**src/rtl/uart_pkg.sv**
```systemverilog
// Shared UART types: receiver FSM states, data-width encodings and parity select.
// Pure declarations; no logic, no latency, no flow control.
package uart_pkg;

   localparam int DIV_WIDTH_DEF = 16;

   typedef enum logic [2:0] {
      ST_IDLE      = 3'd0,
      ST_START     = 3'd1,
      ST_DATA      = 3'd2,
      ST_PARITY    = 3'd3,
      ST_STOP      = 3'd4,
      ST_WAIT_HIGH = 3'd5
   } rx_state_t;

   localparam logic [1:0] BITS_5 = 2'b00;
   localparam logic [1:0] BITS_6 = 2'b01;
   localparam logic [1:0] BITS_7 = 2'b10;
   localparam logic [1:0] BITS_8 = 2'b11;

   localparam logic PAR_EVEN = 1'b0;
   localparam logic PAR_ODD  = 1'b1;

   function automatic logic [3:0] data_bits(input logic [1:0] sel);
      case (sel)
         BITS_5:  return 4'd5;
         BITS_6:  return 4'd6;
         BITS_7:  return 4'd7;
         default: return 4'd8;
      endcase
   endfunction

endpackage

```
**src/rtl/uart_sync_2ff.sv**
```systemverilog
// Two-flop synchronizer for idle-high async inputs (RX, CTS, DSR); resets to 1.
// Latency 2 cycles; no flow control.
module uart_sync_2ff (
   input  logic i_clk,
   input  logic i_rst,
   input  logic i_d,
   output logic o_q
);

   logic r_meta;
   logic r_sync;

   always_ff @(posedge i_clk or posedge i_rst) begin
      if (i_rst) begin
         r_meta <= 1'b1;
         r_sync <= 1'b1;
      end else begin
         r_meta <= i_d;
         r_sync <= r_meta;
      end
   end

   assign o_q = r_sync;

endmodule

```
**src/rtl/uart_rx_deframer.sv**
```systemverilog
// UART receive deframer: oversampled 5-8 data bits, optional parity, one stop bit.
// Character appears 1 cycle after the stop sample; an untaken character causes overrun (new frame dropped, err set).
module uart_rx_deframer
   import uart_pkg::*;
#(
   parameter int DIV_WIDTH = DIV_WIDTH_DEF
) (
   input  logic                 clk_i,
   input  logic                 rst_i,
   input  logic                 rx_i,
   input  logic                 cfg_en_i,
   input  logic [DIV_WIDTH-1:0] cfg_div_i,
   input  logic [1:0]           cfg_bits_i,
   input  logic                 cfg_parity_en_i,
   input  logic                 cfg_parity_odd_i,
   output logic [7:0]           rx_data_o,
   output logic                 rx_valid_o,
   input  logic                 rx_ready_i,
   output logic                 err_o,
   input  logic                 err_clr_i,
   output logic                 busy_o
);

   rx_state_t            r_state;
   rx_state_t            w_next;
   logic                 w_rxs;
   logic [DIV_WIDTH-1:0] r_cnt;
   logic [DIV_WIDTH-1:0] w_target;
   logic                 w_sample;
   logic [2:0]           r_idx;
   logic [7:0]           r_shift;
   logic                 r_perr;
   logic [7:0]           r_data;
   logic                 r_valid;
   logic                 r_err;
   logic [3:0]           w_nbits;
   logic                 w_last_bit;
   logic                 w_busy;
   logic                 w_frame_done;
   logic                 w_can_load;
   logic                 w_err_evt;

   uart_sync_2ff u_sync (
      .i_clk (clk_i),
      .i_rst (rst_i),
      .i_d   (rx_i),
      .o_q   (w_rxs)
   );

   assign w_nbits    = data_bits(cfg_bits_i);
   assign w_target   = (r_state == ST_START) ? (cfg_div_i >> 1) : cfg_div_i;
   assign w_sample   = (r_cnt == w_target);
   // >= rather than == so a width change mid-frame cannot strand the FSM in DATA
   assign w_last_bit = ({1'b0, r_idx} >= (w_nbits - 4'd1));

   always_ff @(posedge clk_i or posedge rst_i) begin
      if (rst_i) begin
         r_state <= ST_IDLE;
      end else begin
         r_state <= w_next;
      end
   end

   always_comb begin
      w_next = r_state;
      if (!cfg_en_i) begin
         w_next = ST_IDLE;
      end else begin
         case (r_state)
            ST_IDLE:      if (!w_rxs) w_next = ST_START;
            ST_START:     if (w_sample) w_next = w_rxs ? ST_IDLE : ST_DATA;
            ST_DATA:      if (w_sample && w_last_bit)
                             w_next = cfg_parity_en_i ? ST_PARITY : ST_STOP;
            ST_PARITY:    if (w_sample) w_next = ST_STOP;
            ST_STOP:      if (w_sample) w_next = w_rxs ? ST_IDLE : ST_WAIT_HIGH;
            ST_WAIT_HIGH: if (w_rxs) w_next = ST_IDLE;
            default:      w_next = ST_IDLE;
         endcase
      end
   end

   always_comb begin
      w_busy       = (r_state != ST_IDLE);
      w_frame_done = cfg_en_i && (r_state == ST_STOP) && w_sample;
      w_can_load   = !r_valid || rx_ready_i;
      w_err_evt    = w_frame_done && (r_perr || !w_rxs || !w_can_load);
   end

   always_ff @(posedge clk_i or posedge rst_i) begin
      if (rst_i) begin
         r_cnt   <= '0;
         r_idx   <= '0;
         r_shift <= '0;
         r_perr  <= 1'b0;
      end else begin
         if (r_state == ST_IDLE || r_state == ST_WAIT_HIGH || w_sample || !cfg_en_i) begin
            r_cnt <= '0;
         end else begin
            r_cnt <= r_cnt + 1'b1;
         end

         // Cleared in IDLE so narrow characters come out with zero upper bits
         if (r_state == ST_IDLE) begin
            r_idx   <= '0;
            r_shift <= '0;
            r_perr  <= 1'b0;
         end else if (w_sample) begin
            case (r_state)
               ST_DATA: begin
                  r_shift[r_idx] <= w_rxs;
                  r_idx          <= r_idx + 3'd1;
               end
               ST_PARITY: r_perr <= (w_rxs != ((^r_shift) ^ cfg_parity_odd_i));
               default: ;
            endcase
         end
      end
   end

   always_ff @(posedge clk_i or posedge rst_i) begin
      if (rst_i) begin
         r_data  <= '0;
         r_valid <= 1'b0;
         r_err   <= 1'b0;
      end else begin
         if (w_frame_done && w_can_load) begin
            r_data  <= r_shift;
            r_valid <= 1'b1;
         end else if (rx_ready_i) begin
            r_valid <= 1'b0;
         end

         if (w_err_evt) begin
            r_err <= 1'b1;
         end else if (err_clr_i) begin
            r_err <= 1'b0;
         end
      end
   end

   assign rx_data_o  = r_data;
   assign rx_valid_o = r_valid;
   assign err_o      = r_err;
   assign busy_o     = w_busy;

endmodule
```
**config.mk**
```make
export PLATFORM = sky130hd
export DESIGN_NAME = uart_rx_deframer
export DESIGN_NICKNAME = d
export VERILOG_FILES = /design/src/rtl/uart_pkg.sv /design/src/rtl/uart_sync_2ff.sv /design/src/rtl/uart_rx_deframer.sv
export SDC_FILE = /design/constraint.sdc
export NUM_CORES = 1
export LEC_CHECK = 0
export CAP_MARGIN = 40
export CORE_UTILIZATION = 45
export CTS_CLUSTER_DIAMETER = 200
export DETAILED_ROUTE_END_ITERATION = 12
export GPL_ROUTABILITY_DRIVEN = 0
export PLACE_DENSITY = 0.68
export SLEW_MARGIN = 20
export SYNTH_ARGS = -nofsm -noshare
export SYNTH_HDL_FRONTEND = slang
export SYNTH_SLANG_ARGS = --single-unit
```
**constraint.sdc**
```tcl
create_clock -name clk_i -period 4.15 [get_ports clk_i]
set_input_delay 0.83 -clock clk_i [delete_from_list [all_inputs] [get_ports clk_i]]
set_output_delay 0.83 -clock clk_i [all_outputs]
set_load 0.01 [all_outputs]
```
==> results.py, run 1 <==
metrics = {
    "critical_path": {
        "worstPathArrival_ns": 3.80,
        "cp-end-kind": "flop",
        "crit_type": "reg2reg",
        "r2r_slack_ns": 0.55,
        "required_ns": 4.35,
        "crit_fanout": 13,
        "crit_path_start_kind": "flop",
    },
    "synthesis": {
        "async_reset_ff_frac": 1.00,
        "synthMostInstantiatedCell": "dfrtp_1",
        "synth_area_leader_cell": "dfrtp_1",
        "yosysSeqAreaShare": 0.400,
        "synth_cell_type_count": 47,
        "synthesis.nets": 317,
        "syn_area_um2": 2690,
        "netlist_top_cells_count": "dfrtp_1 (41), xnor2_1 (28), nand2_1 (26)",
        "postSynthCellCount": 285,
        "synth_edf_count": 0,
        "ys_warn_count": 0,
        "yosys_most_used_dff": "dfrtp_1",
        "postSynthAreaPerCell_um2": 9.45,
        "synth.area.top_cells": "dfrtp_1 (38%), xnor2_1 (9.1%), mux2_4 (4.5%)",
        "synth_top_area_frac": 0.381,
        "ys_ff_latch": 43,
    },
    "sta": {
        "slew_violations": 0,
        "relSlewSlack": 0.578,
        "fin_tns_setup_ns": 0,
        "hold_violations": 0,
        "fin_crit_ns": 3.60,
        "fmax_mhz": 277,
        "worst_slew_pin_slew_ns": 0.633,
        "fin_crit_sh": 0.869,
        "fin_skew_ns": 0.0106,
        "rsz0062_at_grt": "false",
        "setup_viol": 0,
    },
    "cts": {
        "clockBufferDepth": 2,
        "cts_root_buf": "clkbuf_8",
        "h-tree-depth": 2,
        "clk_pin_slew_ns": 0.09,
        "clkSinkCount": 43,
        "cts_made_buffers": 5,
        "post-cts-setup-buffers": 0,
        "insertion_delay_ns": 0.30,
        "cts-hold-fix-buffers": 0,
        "post_cts_resized": 0,
        "tritoncts": "built",
    },
    "detailed_routing": {
        "met2_length_um": 2550,
        "highest_layer": "met4",
        "first_pass_iters": 4,
        "drt-met1-wl_um": 2770,
        "drcViolationCount": 0,
        "vias": 2111,
        "postRouteAntennaNets": 0,
        "post_drt_wl_per_cell_um": 14.5,
        "vias_per_cell": 5.40,
        "wl_met3_um": 261,
        "routed_wl_um": 5650,
        "drt-initial-drc-count": 133,
    },
    "place": {
        "port_buffers": 36,
        "placed_area_um2": 3100,
        "hpwlAfterDp_um": 4270,
    },
    "layout": {
        "multiInputGateArea_um2": 1480,
        "fin_area_um2": 3200,
        "synthToLayoutAreaGrowth_pct": 18.6,
        "drive_above_1_share": 0.0846,
        "regArea_um2": 1080,
        "fill_cells": 519,
        "n_antenna_cell": 0,
        "final_nets": 350,
    },
    "floorplanning": {
        "fp.dieW_um": 79.4,
        "core-area_um2": 5640,
        "rows": 27,
        "die_y_um": 79.4,
        "initial_core_util": 0.477,
        "dieArea_um2": 6300,
        "ios": 37,
    },
    "grt": {
        "antenna_found_initial": 0,
        "grt_max_degree": 44,
        "grt_pass1_vias": 2143,
        "grt_pass1_wl_um": 10100,
        "overflow": 0,
        "grtUsageTotal": 0.208,
    },
    "run": {
        "max_cap_viol_count": 0,
    },
    "pwr": {
        "power_density_nw_per_um2": 253,
        "vdd_drop_max_v": 0.000196,
        "p_leak_nw": 1.31,
    },
    "worst_hold_path": {
        "min_path_type": "reg2reg",
    },
    "run_status": {
        "status": "finished, final reports clean",
    },
}
[metal layers]
layer  vias up  track usage
met2        49        0.326
met4         0       0.0727
met1      1005        0.285
li1       1051            -
met3         6       0.0423
met5         -            0
[final timing paths]
check,startpoint,to,depth (start not counted)
max,r_state[1],rx_data_o[5],7
min,u_sync.r_meta,u_sync.o_q,0
max reg2reg,r_state[1],rx_data_o[5],7
min reg2reg,u_sync.r_meta,u_sync.o_q,0
max in group asynchronous,rst_i,u_sync.r_meta,3
min in group asynchronous,rst_i,rx_data_o[0],3
[flip-flops by register name, summed over array words and instances (netlist names)]
name,cells
r_cnt,16
r_shift,8
rx_data_o,8
r_idx,3
r_state,3
err_o,1
r_perr,1
rx_valid_o,1
u_sync.o_q,1
u_sync.r_meta,1
[critical path, stage by stage (launching register included)]
cell and delay (ns):
dfrtp_1 0.54, nor3b_4 0.62, mux2_1 0.39, a22oi_1 0.21, o211ai_2 0.19, or2_1 0.36
or4_1 0.79, mux2_4 0.39
[metrics by stage]
step           total power [mW]   util  setup WS [ns]  hold slack, ns  cells
2_1_floorplan             0.496      -           1.04           0.345    285
3_3_place_gp              0.540  0.550          0.296           0.347    383
3_5_place_dp              0.540  0.550          0.246           0.348    383
4_1_cts                   0.817  0.566          0.555           0.361    391
5_1_grt                   0.844  0.566          0.366           0.363    391
6_report                  0.809  0.566          0.545           0.360    391
[cell families after synthesis]
kind of cell    after synthesis  synth area share
compound gates               36             0.101
xor+xnor                     40             0.130
fa+ha+maj                     6            0.0279
buf+inv                      32            0.0506
flops                        43             0.400
mux                          18            0.0822
other cells                   2           0.00279
simple gates                108             0.205
[layout make-up]
type / count / area share
timing repair buffer: 39 / 0.120
tap: 72 / 0.0282
clock inverter: 3 / 0.00783
sequential: 43 / 0.338
inverter: 19 / 0.0223
multi-input combinational: 210 / 0.463
clock buffer: 5 / 0.0215
[layout by cell type, fill, tap and decap left out, types with 6 or more instances in the layout]
| cell type | n |
|---|---|
| nand3_1 | 18 |
| nand2_1 | 26 |
| dfrtp_1 | 41 |
| xnor2_1 | 28 |
| or3_1 | 6 |
| xor2_1 | 12 |
| nor2_1 | 25 |
| o22ai_1 | 6 |
| mux2_4 | 8 |
| ha_1 | 6 |
| clkdlybuf4s50_1 | 36 |
| mux2i_1 | 9 |
| o21ai_0 | 6 |
| inv_1 | 19 |
[report_power, final]
part | leakage (nW) | total (mW) | internal (mW) | switching [mW]
Sequential | 0.592 | 0.426 | 0.422 | 0.00369
Combinational | 0.675 | 0.106 | 0.0501 | 0.0559
Clock | 0.0443 | 0.277 | 0.120 | 0.156
Power figures use the tool's default switching activity.
==> inputs of run 2 (changes only) <==
--- a/config.mk
+++ b/config.mk
@@ -5,12 +5,13 @@
 export SDC_FILE = /design/constraint.sdc
 export NUM_CORES = 1
 export LEC_CHECK = 0
+export ABC_AREA = 1
 export CAP_MARGIN = 40
 export CORE_UTILIZATION = 45
 export CTS_CLUSTER_DIAMETER = 200
 export DETAILED_ROUTE_END_ITERATION = 12
 export GPL_ROUTABILITY_DRIVEN = 0
-export PLACE_DENSITY = 0.68
+export PLACE_DENSITY_LB_ADDON = 0.1
 export SLEW_MARGIN = 20
 export SYNTH_ARGS = -nofsm -noshare
 export SYNTH_HDL_FRONTEND = slang
==> results.py, run 2 <==
metrics = {
    "sta": {
        "relSlewSlack": 0.589,
        "fin_ws_ns": 0.814,
        "fmax_mhz": 300,
        "fin_crit_ns": 3.34,
        "setup_viol": 0,
        "fin_tns_setup_ns": 0,
        "fin_crit_sh": 0.804,
        "hold_violations": 0,
        "worst_hold_slack_ns": 0.362,
        "fin_skew_ns": 0.00672,
        "worst_slew_pin_slew_ns": 0.614,
        "slew_violations": 0,
        "rsz0062_at_grt": "false",
    },
    "floorplanning": {
        "rows": 28,
        "die_y_um": 82.4,
        "initial_core_util": 0.478,
        "fp.dieW_um": 82.4,
        "ios": 37,
        "dieArea_um2": 6800,
        "core-area_um2": 6100,
    },
    "critical_path": {
        "path_common_cell": "nor2_1",
        "crit_path_start_kind": "flop",
        "timing.rr.end": "rx_data_o[5]",
        "worstPathArrival_ns": 2.51,
        "worst_r2r_startpoint": "r_state[2]",
        "critPathBufInv": 3,
        "cp_slowest_cell": "clkdlybuf4s50_1",
        "path_depth": 5,
        "path_cells": "nor2_1 > inv_1 > nor2_1 > clkinv_1 > clkdlybuf4s50_1",
        "ff2ff_path_depth": 14,
        "crit_type": "reg2out",
        "slowest_delay_ns": 0.59,
        "required_ns": 3.32,
        "cp-end-kind": "output pin",
        "r2r_slack_ns": 1.32,
        "crit_family": "buffers and inverters",
        "crit_fanout": 12,
    },
    "synthesis": {
        "postSynthAreaPerCell_um2": 6.83,
        "synth_cell_type_count": 33,
        "synth_top_area_frac": 0.352,
        "synth_edf_count": 0,
        "synthMostInstantiatedCell": "nand2_1",
        "synth.area.top_cells": "dfrtp_1 (35%), nand2_1 (19%), nand3_1 (9.6%)",
        "synth_area_leader_cell": "dfrtp_1",
        "yosysSeqAreaShare": 0.370,
        "async_reset_ff_frac": 1.00,
        "ys_ff_latch": 43,
        "ys_warn_count": 0,
        "synthesis.nets": 458,
        "yosys_most_used_dff": "dfrtp_1",
        "syn_area_um2": 2910,
        "netlist_top_cells_count": "nand2_1 (144), nand3_1 (56), inv_1 (42)",
        "postSynthCellCount": 426,
    },
    "place": {
        "port_buffers": 36,
        "dp_slack_ns": 1.13,
        "hpwlAfterDp_um": 4910,
        "placed_area_um2": 3330,
    },
    "layout": {
        "drive_above_1_share": 0.0756,
        "largest_reg_flops": 16,
        "multiInputGateArea_um2": 1590,
        "final_nets": 494,
        "regMostFlops": "r_cnt",
        "fin_area_um2": 3430,
        "final_common_cell": "nand2_1",
        "synthToLayoutAreaGrowth_pct": 17.7,
        "layout_common_cells": "nand2_1 (144), nand3_1 (56), inv_1 (42)",
        "fill_cells": 605,
        "n_antenna_cell": 0,
        "regArea_um2": 1080,
    },
    "grt": {
        "grt_max_degree": 44,
        "grtUsageTotal": 0.211,
        "grt_pass1_vias": 2507,
        "grt_pass1_wl_um": 10900,
        "overflow": 0,
        "antenna_found_initial": 0,
    },
    "cts": {
        "cts-hold-fix-buffers": 0,
        "post_cts_resized": 0,
        "tritoncts": "built",
        "h-tree-depth": 2,
        "post-cts-setup-buffers": 0,
        "cts_root_buf": "clkbuf_8",
        "cts_made_buffers": 5,
        "clkSinkCount": 43,
        "insertion_delay_ns": 0.30,
        "clk_pin_slew_ns": 0.08,
        "clockBufferDepth": 2,
    },
    "pwr": {
        "p_sw_frac": 0.433,
        "vdd_drop_max_v": 0.000389,
        "power_density_nw_per_um2": 449,
        "seqPwrFrac": 0.333,
        "intPower_mw": 0.873,
        "power_frac_comb": 0.473,
        "p_leak_nw": 1.73,
        "switchingPower_mw": 0.665,
        "p_clk_frac": 0.194,
    },
    "worst_hold_path": {
        "holdPathEnd": "u_sync.o_q",
        "hold_depth": 0,
        "hold_start": "u_sync.r_meta",
        "min_path_type": "reg2reg",
    },
    "detailed_routing": {
        "drt-initial-drc-count": 97,
        "vias_per_cell": 5.17,
        "routed_wl_um": 6630,
        "vias": 2784,
        "postRouteAntennaNets": 0,
        "post_drt_wl_per_cell_um": 12.3,
        "drcViolationCount": 0,
        "first_pass_iters": 5,
    },
    "run": {
        "max_cap_viol_count": 0,
    },
    "run_status": {
        "status": "finished, final reports clean",
    },
}
run 2: cell families after synthesis:
family,synth area share
xor gates and xnor gates,0.0511
buffers and inverters,0.0821
AOI/OAI and AO/OA,0.0279
and+or+nand+nor,0.440
adders and majority gates,0.0258
DFF,0.370
other,0.00258
run 2: how the worst max path moves through the flow:
stage                       endpoint  slack, ns          from
after floorplan           r_shift[0]       2.15  cfg_div_i[4]
after global placement        busy_o       1.20    r_state[0]
after detailed placement      busy_o       1.13    r_state[0]
after CTS                     busy_o       0.78    r_state[0]
after global routing          busy_o       0.60    r_state[0]
final                         busy_o       0.81    r_state[0]
run 2: per-layer routing:
| metal | track usage | up-vias | wire (µm) | part of all wire |
|---|---|---|---|---|
| li1 | - | 1428 | - | - |
| met1 | 0.264 | 1284 | 3040 | 0.46 |
| met2 | 0.364 | 62 | 3220 | 0.49 |
| met3 | 0.0407 | 10 | 276 | 0.042 |
| met4 | 0.0667 | 0 | 85 | 0.013 |
| met5 | 0 | - | 0 | 0 |
run 2: power groups by stage:
stage | Sequential [mW] | Combinational (mW) | Clock (mW)
CTS | 0.511 | 0.734 | 0.304
global route | 0.518 | 0.838 | 0.322
detailed placement | 0.520 | 0.730 | 0
floorplan | 0.503 | 0.594 | 0
finish | 0.512 | 0.728 | 0.298
global placement | 0.516 | 0.711 | 0
run 2: stage by stage:
stage | utilization | std cells | total power, mW
floorplan | - | 426 | 1.10
global placement | 0.544 | 529 | 1.23
detailed placement | 0.546 | 530 | 1.25
CTS | 0.562 | 538 | 1.55
global route | 0.562 | 538 | 1.68
finish | 0.562 | 538 | 1.54
run 2: layout make-up:
class                           count  area share
Inverter                           47      0.0515
Clock buffer                        8      0.0292
Tap cell                           75      0.0274
Multi-Input combinational cell    326       0.465
Sequential cell                    43       0.315
Timing Repair Buffer               39       0.112
run 2: worst reg2reg max path: stages, from the launching register on:
cell	delay, ns
dfrtp_1	0.45
inv_2	0.27
nand3_2	0.48
inv_2	0.36
nand2_1	0.09
nand3_1	0.07
nand2_1	0.06
nor2_1	0.09
nand2_1	0.07
nor2_2	0.19
nand2_4	0.11
nor2_8	0.17
nand2_2	0.15
nand2_1	0.10
nand2_1	0.05
==> inputs of run 3 (changes only) <==
==> constraint.sdc (replaced) <==
create_clock -name clk_i -period 3.3 [get_ports clk_i]
set_input_delay 0.66 -clock clk_i [delete_from_list [all_inputs] [get_ports clk_i]]
set_output_delay 0.66 -clock clk_i [all_outputs]
set_load 0.01 [all_outputs]
==> results.py, run 3 (same netlist as run 2, synthesis figures left out) <==
metrics = {
    "sta": {
        "slew_violations": 0,
        "fmax_mhz": 373,
        "fin_crit_ns": 2.68,
        "fin_tns_setup_ns": 0,
        "relSlewSlack": 0.531,
        "worst_hold_slack_ns": 0.359,
        "hold_violations": 0,
        "fin_skew_ns": 0.00770,
        "setup_viol": 0,
        "rsz0062_at_grt": "false",
        "fin_crit_sh": 0.813,
        "worst_slew_pin_slew_ns": 0.700,
    },
    "floorplanning": {
        "core-area_um2": 6100,
        "rows": 28,
        "dieArea_um2": 6800,
        "initial_core_util": 0.478,
        "fp.dieW_um": 82.4,
        "ios": 37,
        "die_y_um": 82.4,
    },
    "critical_path": {
        "worstPathArrival_ns": 2.90,
        "cp-end-kind": "flop",
        "critPathBufInv": 2,
        "crit_type": "reg2reg",
        "path_depth": 13,
        "cp_slowest_cell": "dfrtp_1",
        "ff2ff_path_depth": 13,
        "path_cells": "inv_2 > nand3_2 > inv_2 > nand2_1 > nand2_1 > nand2_1 > nand2_1 > nor2_1 > nand2_1 > nor2_2 > nand2_4 > nand4_2 > nor2_1",
        "crit_path_start_kind": "flop",
        "crit_family": "simple AND/OR/NAND/NOR gates",
        "slowest_delay_ns": 0.45,
        "path_common_cell": "nand2_1",
        "crit_fanout": 23,
        "required_ns": 3.52,
    },
    "cts": {
        "cts_root_buf": "clkbuf_8",
        "clockBufferDepth": 2,
        "clk_pin_slew_ns": 0.09,
        "cts-hold-fix-buffers": 0,
        "clkSinkCount": 43,
        "post_cts_resized": 0,
        "post-cts-setup-buffers": 0,
        "insertion_delay_ns": 0.30,
        "h-tree-depth": 2,
        "tritoncts": "built",
        "cts_made_buffers": 5,
    },
    "detailed_routing": {
        "postRouteAntennaNets": 0,
        "drcViolationCount": 0,
        "first_pass_iters": 4,
        "drt-initial-drc-count": 142,
        "vias_per_cell": 5.09,
        "routed_wl_um": 6600,
        "vias": 2742,
        "post_drt_wl_per_cell_um": 12.2,
    },
    "layout": {
        "final_common_cell": "nand2_1",
        "layout_common_cells": "nand2_1 (144), nand3_1 (56), inv_1 (42)",
        "drive_above_1_share": 0.0797,
        "final_nets": 495,
        "regMostFlops": "r_cnt",
        "n_antenna_cell": 0,
        "largest_reg_flops": 16,
        "synthToLayoutAreaGrowth_pct": 18.4,
    },
    "pwr": {
        "power_density_nw_per_um2": 579,
        "p_leak_nw": 1.74,
        "vdd_drop_max_v": 0.000500,
    },
    "worst_hold_path": {
        "hold_depth": 0,
        "min_path_type": "reg2reg",
    },
    "run_status": {
        "status": "finished, final reports clean",
    },
    "place": {
        "hpwlAfterDp_um": 4950,
        "port_buffers": 36,
    },
    "grt": {
        "grtUsageTotal": 0.216,
        "grt_max_degree": 44,
        "antenna_found_initial": 0,
        "grt_pass1_vias": 2555,
        "overflow": 0,
        "grt_pass1_wl_um": 11300,
    },
    "run": {
        "max_cap_viol_count": 0,
    },
}
[run 3: cell count changes in the layout (fill, tap and decap cells not counted), sizes merged]
cell and delta:
clkbuf -3, buf +1, bufinv +1, clkinvlp +1, inv +1
[run 3: layout make-up]
type                    instances  area (µm²)
clock buffers                   5        68.8
clock inverters                 3        46.3
fillers                       604        2650
inverters                      47         176
multi-input cells             326        1590
flip-flops and latches         43        1080
well taps                      75        93.8
repair buffers                 40         390
[run 3: per-stage QoR]
step | util | cells | setup WS [ns] | instance area (µm²) | power (mW)
2_1_floorplan | - | 426 | 1.39 | 2910 | 1.38
3_3_place_gp | 0.547 | 531 | 0.768 | 3330 | 1.56
3_5_place_dp | 0.547 | 531 | 0.639 | 3330 | 1.58
4_1_cts | 0.566 | 539 | 0.594 | 3450 | 2.01
5_1_grt | 0.566 | 539 | 0.326 | 3450 | 2.19
6_report | 0.566 | 539 | 0.616 | 3450 | 2.00
[run 3: path summary, 6_finish.rpt]
check,startpoint,endpoint,slack (ns)
min,u_sync.r_meta,u_sync.o_q,0.36
min in group asynchronous,rst_i,r_cnt[9],0.80
max in group asynchronous,rst_i,u_sync.r_meta,2.13
min reg2reg,u_sync.r_meta,u_sync.o_q,0.36
max reg2reg,r_state[2],r_cnt[10],0.62
max,r_state[2],r_cnt[10],0.62
[run 3: metal layers]
metal,track usage,vias to the layer above,wire [µm],share of wire
li1,-,1421,-,-
met5,0,-,0,0
met4,0.0561,0,42,0.0064
met3,0.0352,6,212,0.032
met2,0.372,40,3180,0.48
met1,0.279,1275,3160,0.48
[run 3: worst reg2reg max path: stages (launching register included)]
cell     delay, ns
dfrtp_1       0.45
inv_2         0.24
nand3_2       0.42
inv_2         0.32
nand2_1       0.10
nand2_1       0.07
nand2_1       0.05
nand2_1       0.05
nor2_1        0.04
nand2_1       0.06
nor2_2        0.06
nand2_4       0.11
nand4_2       0.40
nor2_1        0.24
[run 3: power breakdown]
group	switching [mW]	internal [mW]	leakage (nW)
clock	0.200	0.228	0.0548
combinational	0.577	0.347	1.09
sequential	0.0697	0.574	0.589
total	0.846	1.15	1.74
